===== config.mk =====
export PLATFORM = sky130hd
export DESIGN_NAME = ascon_permutation_ctrl
export DESIGN_NICKNAME = d
export VERILOG_FILES = /design/src/rtl/ascon_pack.sv /design/src/rtl/permutation_round.sv /design/src/rtl/ascon_permutation_ctrl.sv
export SDC_FILE = /design/constraint.sdc
export NUM_CORES = 1
export LEC_CHECK = 0
export BUFFER_PORTS_ARGS = -buffer_cell sky130_fd_sc_hd__buf_2
export CORE_AREA = 2 2 253 255
export CTS_CLUSTER_DIAMETER = 200
export DETAILED_ROUTE_END_ITERATION = 10
export DIE_AREA = 0 0 255 257
export HOLD_SLACK_MARGIN = 0.05
export PLACE_DENSITY = 0.71
export SLEW_MARGIN = 10
export SYNTH_ARGS = -nofsm -noshare
export SYNTH_HDL_FRONTEND = slang
export SYNTH_HIERARCHICAL = 1
export SYNTH_SLANG_ARGS = --single-unit

===== constraint.sdc =====
create_clock -name clock_i -period 2.9 [get_ports clock_i]
set_input_delay 0.58 -clock clock_i [delete_from_list [all_inputs] [get_ports clock_i]]
set_output_delay 0.58 -clock clock_i [all_outputs]
set_load 0.01 [all_outputs]

===== src/rtl/ascon_pack.sv =====
// ascon_pack: shared Ascon state type, controller FSM encoding and round constants.
package ascon_pack;
    typedef logic [4:0][63:0] type_state;
    typedef enum logic [1:0] {IDLE = 2'd0, RUN = 2'd1, DONE = 2'd2} fsm_e;
    localparam logic [3:0] LAST_ROUND = 4'd11;
    // Entry r is ((15-r)<<4)|r.
    localparam logic [11:0][7:0] ROUND_CONSTANTS = {
        8'h4b, 8'h5a, 8'h69, 8'h78, 8'h87, 8'h96,
        8'ha5, 8'hb4, 8'hc3, 8'hd2, 8'he1, 8'hf0
    };
    function automatic logic [63:0] ror64(input logic [63:0] x, input int unsigned n);
        return (x >> n) | (x << (64 - n));
    endfunction
endpackage


===== src/rtl/permutation_round.sv =====
// permutation_round: one combinational Ascon round (constant, bitsliced S-box, linear layer).
module permutation_round
    import ascon_pack::*;
(
    input  type_state  state_i,
    input  logic [7:0] rc_i,
    output type_state  state_o
);
    logic [63:0] x0, x1, x2, x3, x4, t0, t1, t2, t3, t4;
    always_comb begin
        x0 = state_i[0];
        x1 = state_i[1];
        x2 = state_i[2] ^ {56'd0, rc_i};
        x3 = state_i[3];
        x4 = state_i[4];
        x0 = x0 ^ x4;
        x4 = x4 ^ x3;
        x2 = x2 ^ x1;
        t0 = ~x0 & x1;
        t1 = ~x1 & x2;
        t2 = ~x2 & x3;
        t3 = ~x3 & x4;
        t4 = ~x4 & x0;
        x0 = x0 ^ t1;
        x1 = x1 ^ t2;
        x2 = x2 ^ t3;
        x3 = x3 ^ t4;
        x4 = x4 ^ t0;
        x1 = x1 ^ x0;
        x0 = x0 ^ x4;
        x3 = x3 ^ x2;
        x2 = ~x2;
        state_o[0] = x0 ^ ror64(x0, 19) ^ ror64(x0, 28);
        state_o[1] = x1 ^ ror64(x1, 61) ^ ror64(x1, 39);
        state_o[2] = x2 ^ ror64(x2, 1) ^ ror64(x2, 6);
        state_o[3] = x3 ^ ror64(x3, 10) ^ ror64(x3, 17);
        state_o[4] = x4 ^ ror64(x4, 7) ^ ror64(x4, 41);
    end
endmodule


===== src/rtl/ascon_permutation_ctrl.sv =====
// ascon_permutation_ctrl: iterates the Ascon round one per cycle for p^a / p^b requests.
module ascon_permutation_ctrl
    import ascon_pack::*;
#(
    parameter int NB_ROUNDS_A = 12,
    parameter int NB_ROUNDS_B = 6
) (
    input  logic       clock_i,
    input  logic       reset_i,
    input  logic       start_i,
    input  logic       mode_i,
    input  type_state  state_i,
    output logic       ready_o,
    output logic       done_o,
    output logic [3:0] round_o,
    output type_state  state_o
);
    localparam logic [3:0] FIRST_A = 4'(12 - NB_ROUNDS_A);
    localparam logic [3:0] FIRST_B = 4'(12 - NB_ROUNDS_B);

    fsm_e       fsm_q, fsm_d;
    logic [3:0] cnt_q, cnt_d;
    type_state  state_q, state_d, round_state;

    permutation_round u_round (
        .state_i(state_q),
        .rc_i   (ROUND_CONSTANTS[cnt_q]),
        .state_o(round_state)
    );

    // A start is honoured from both IDLE and DONE, which gives back-to-back issue.
    always_comb begin
        fsm_d   = fsm_q;
        cnt_d   = cnt_q;
        state_d = state_q;
        if (fsm_q == RUN) begin
            state_d = round_state;
            cnt_d   = (cnt_q == LAST_ROUND) ? 4'd0 : cnt_q + 4'd1;
            fsm_d   = (cnt_q == LAST_ROUND) ? DONE : RUN;
        end else if (start_i) begin
            state_d = state_i;
            cnt_d   = mode_i ? FIRST_B : FIRST_A;
            fsm_d   = RUN;
        end else begin
            fsm_d = IDLE;
        end
    end

    always_ff @(posedge clock_i) begin
        if (reset_i) begin
            fsm_q   <= IDLE;
            cnt_q   <= 4'd0;
            state_q <= '0;
        end else begin
            fsm_q   <= fsm_d;
            cnt_q   <= cnt_d;
            state_q <= state_d;
        end
    end

    assign ready_o = (fsm_q != RUN);
    assign done_o  = (fsm_q == DONE);
    assign round_o = (fsm_q == RUN) ? cnt_q : 4'd0;
    assign state_o = state_q;
endmodule


# Word level (Yosys, flattened, before mapping)
# Memory sizes are Yosys's and may differ from the RTL's. A register that Yosys moved wholly into a read port is not among the register bits.
# Index checks and enable logic that the tools add are counted.
[totals] regBits=326 mem_bits_ro=128 out_inout_bits=326 mem_count=1
[memory_table] name="(no name shown)" words=16 word_bits=8 rd=1 rd_ports_with_merged_regs=1 wr=0 line_no="ascon_permutation_ctrl.sv:27" rtl=".rc_i (ROUND_CONSTANTS[cnt_q]),"
[classes] addsub=1 magnitude_cmp=1 n_eq_ne=4 mux=13 n_bitwise=43 n_reduce_logical=1
[op_table] cell="$xor 64x64->64" count=21
[op_table] cell="$mux 320" count=2
[op_table] cell="$not 64->64" count=6
[op_table] cell="$and 64x64->64" count=5
[op_table] cell="$or 23x64->64" count=1
[op_table] cell="$or 25x64->64" count=1
[op_table] cell="$or 3x64->64" count=1
[op_table] cell="$or 36x64->64" count=1
[op_table] cell="$or 45x64->64" count=1
[op_table] cell="$or 47x64->64" count=1
[op_table] cell="$or 54x64->64" count=1
[op_table] cell="$or 57x64->64" count=1
[op_table] cell="$or 58x64->64" count=1
[op_table] cell="$or 63x64->64" count=1
[op_table] cell="$xor 64x8->64" count=1
[op_table] cell="$mux 4" count=6
[op_table] cell="$mux 8" count=1
[op_table] cell="$lt 4x5->1 const B" count=1
[op_table] cell="$add 4x1->4 const B" count=1
[op_table] cell="$eq 4x4->1 const B" count=1
[op_table] cell="$mux 2" count=2
[op_table] cell="$mux 3" count=1
[op_table] cell="$eq 2x1->1 const B" count=1
[op_table] cell="$eq 2x2->1 const B" count=1
[op_table] cell="other kinds (3)" count=3

# Longest topological paths before layout
[depth] depth_word=12 mapped_depth=7

# By module
# The synthesis kept the hierarchy.
[by_module_without_submodules] module="permutation_round" instances=1 cells_per_inst=1593 area_per_inst_um2=15925.3
[by_module_without_submodules] module="ascon_permutation_ctrl" instances=1 cells_per_inst=1477 area_per_inst_um2=14513.9

# Worst setup path before layout
# OpenSTA, ideal clock, no wires.
[synth_timing] path_type="register -> register" from="reg state_q, in the netlist state_o[135]" to="reg state_q, in the netlist state_o[253]" setup_time_ns=0.134 t_arrival_ns=2.020 t_required_ns=2.766 slack_ns=0.746 path_stages_with_launch=8 path_buffers=0 period_less_slack_ns=2.154 path_cell_list="dfxtp_1 > xor2_1 > ha_1 > xnor2_1 > xnor2_1 > xnor3_1 > nor2_1 > a211oi_1"
[synth_rtl] item="from (decl)" line_no="ascon_permutation_ctrl.sv:23" rtl="type_state state_q, state_d, round_state;"
[synth_rtl] item="from (signal assigned)" line_no="ascon_permutation_ctrl.sv:57" rtl="state_q <= state_d;"

==> summary.txt <==
Route
  – Post-route ant nets: 0
  – Drt first-iter violations: 3016
  – Vias: 28253
  – Via/cell ratio: 5.81
  – Per-cell routed wire length: 29.6 um
  – DR pass1 iterations: 6
  – Drt total wl: 144000 um
  – DRC: 0

GRT
  – Initial antenna violation count: 2
  – GRT overflow: 0
  – Global-route wire length before repair: 198000 um
  – Largest net degree at the start of global routing: 150
  – Gr busiest metal: met2
  – Met3 usage: 0.104
  – Via count of the first global-routing pass: 27167
  – Overall global routing resource usage: 0.430
  – Met2 usage: 0.659
  – M1 GR Usage: 0.542

Floorplan
  – Die Span Y: 257 um
  – Die W: 255 um
  – Cell Rows: 92
  – Initial core utilization: 0.485
  – Ports: 650
  – Die Area: 0.0655 mm2
  – Core Area: 0.0627 mm2

CTS
  – Clock Sinks: 334
  – Hold buffer count at CTS: 0
  – CTS clk-pin slew, worst paths: 0.06 ns
  – CTS Buffer Depth: 3
  – Clk_lat worst skew: 0.61 ns
  – Post-CTS sizing: 0
  – Postcts setup bufs: 0
  – # H-tree levels: 2
  – CTS root buf: clkbuf_16
  – Total CTS buffers: 42
  – TritonCTS clock tree: yes

Yosys
  – Area contributors post-synth: dfxtp_1 (22%), xnor3_1 (17%), xnor2_1 (14%)
  – Synth cell count leaders: xnor2_1 (487), nor2_1 (409), dfxtp_1 (334)
  – #FFs+latches synth: 334
  – Async S/R FF share, synth: 0
  – Synthesized netlist net count: 3523
  – Synth warn: 6
  – Avg Cell Area, Syn: 9.92 um2
  – Synth unique cells: 36
  – Post-synthesis sequential area ratio: 0.220
  – Synth Flop Type: dfxtp_1
  – Synthesized area: 0.0304 mm2
  – Area share of the largest cell type after synthesis: 0.220
  – Post-synth EDFFs: 0
  – Post-Syn Instances: 3070
  – Count leader, synth: xnor2_1
  – Cell taking the most area after synthesis: dfxtp_1

Setup path
  – CP Launch Type: flip-flop
  – WP data required: 3.34 ns
  – R2r startpoint: state_o[202]
  – Arrival time at the worst endpoint: 3.16 ns
  – Critical Path End Type: flip-flop
  – CP Max Fanout: 7
  – Worst setup path start: state_o[202]
  – Critical path type: flip-flop to flip-flop

Timing
  – Clock Skew: 0.0366 ns
  – Worst-Margin Slew: 1.11 ns
  – Max_slew headroom: 0.257
  – Final Max Tran Viols: 0
  – Post-Route Setup TNS: 0 ns
  – Final Critical Period: 2.71 ns
  – Max Clk Rate: 369 MHz
  – Final setup violation count: 0
  – Period utilization: 0.935
  – Unrepaired setup endpoints after global routing: false
  – Worst Setup Slack, final: 0.188 ns
  – Count of final hold-check violations: 0

Worst hold path
  – HP Start: reset_i
  – Tightest Hold Check Type: input pin to flip-flop

Layout
  – Register Area: 0.00669 mm2
  – Ant. Diodes: 0
  – Nets@finish: 4441
  – Area of the multi-input gates: 0.0224 mm2
  – Final std cells w/o fill: 4861
  – Area Growth Syn to Fin: 25.8%
  – Share of final-layout standard cells stronger than drive strength 1: 0.285
  – Filler cells: 5472

Place
  – Placed Cells: 4790
  – GPL Wtd Cong: 1.12
  – DPL Wire Length: 119000 um
  – Setup WS pre-CTS: 0.278 ns
  – Port bufs: 649

Status
  – Status: finished clean

Job
  – Max-cap violations: 0
area by class of cell:
class                           count  share of cell area
Clock buffer                       64              0.0334
Clock inverter                      7             0.00176
Inverter                          144              0.0143
Multi-Input combinational cell   2447               0.586
Sequential cell                   334               0.175
Tap cell                          846              0.0276
Timing Repair Buffer             1019               0.162
logic make-up after synthesis:
logic type / synth area share
muxes: 0.109
adders and majority gates: 0.0570
DFF: 0.220
buffers and inverters: 0.0431
and+or+nand+nor: 0.0797
AOI/OAI and AO/OA: 0.0987
xor gates and xnor gates: 0.393
stage by stage:
step,hold slack [ns],util,instance area [um2]
2_1_floorplan,0.560,-,30400
3_3_place_gp,0.572,0.589,36900
3_5_place_dp,0.566,0.589,36900
4_1_cts,0.313,0.610,38300
5_1_grt,0.344,0.610,38300
6_report,0.318,0.610,38300
worst max-delay path: stages (launching register included):
cell and delay (ns):
dfxtp_1 0.42, inv_1 0.07, ha_1 0.34, xnor2_1 0.15, xnor2_1 0.75, xnor3_1 0.60, nor2_1 0.17, a211oi_1 0.06
path summary, 6_finish.rpt:
path / to / slack (ns) / cells past startpoint
setup / recovery: state_o[10] / 0.19 / 7
hold / removal: cnt_q[0] / 0.32 / 2
setup reg to reg: state_o[10] / 0.19 / 7
hold reg to reg: state_o[70] / 0.59 / 2
sequential cells by signal, summed over array words and instances, names as in the netlist, named ones only:
| signal | flops |
|---|---|
| state_o | 320 |
| cnt_q | 4 |
| fsm_q | 2 |
cell usage in the layout, fill, tap and decap left out, types with 2 or more instances in the layout:
| master | count |
|---|---|
| buf_2 | 647 |
| xnor2_1 | 487 |
| nor2_1 | 409 |
| buf_4 | 357 |
| dfxtp_1 | 334 |
| mux2i_1 | 330 |
| a211oi_1 | 324 |
| xnor3_1 | 226 |
| nand2_1 | 205 |
| inv_1 | 143 |
| ha_1 | 129 |
| xor2_1 | 106 |
| a21oi_1 | 75 |
| xnor2_2 | 55 |
| clkbuf_16 | 45 |
| o21ai_0 | 34 |
| xor3_1 | 30 |
| buf_12 | 13 |
| clkbuf_1 | 11 |
| maj3_1 | 11 |
| clkbuf_8 | 8 |
| xor2_2 | 5 |
| and2_1 | 3 |
| nor2b_1 | 3 |
| clkinvlp_4 | 3 |
| clkinv_2 | 3 |
| a211oi_2 | 2 |
| nand2b_1 | 2 |
| or3_1 | 2 |
| buf_8 | 2 |
metal layers:
metal	routed length, um	part of all wire
met2	62900	0.44
met1	54100	0.38
met5	23	0.00016
met3	16400	0.11
met4	10600	0.073
Power is not shown: default switching activity piles up to over one toggle a cycle in this logic, so the estimate is an artifact.
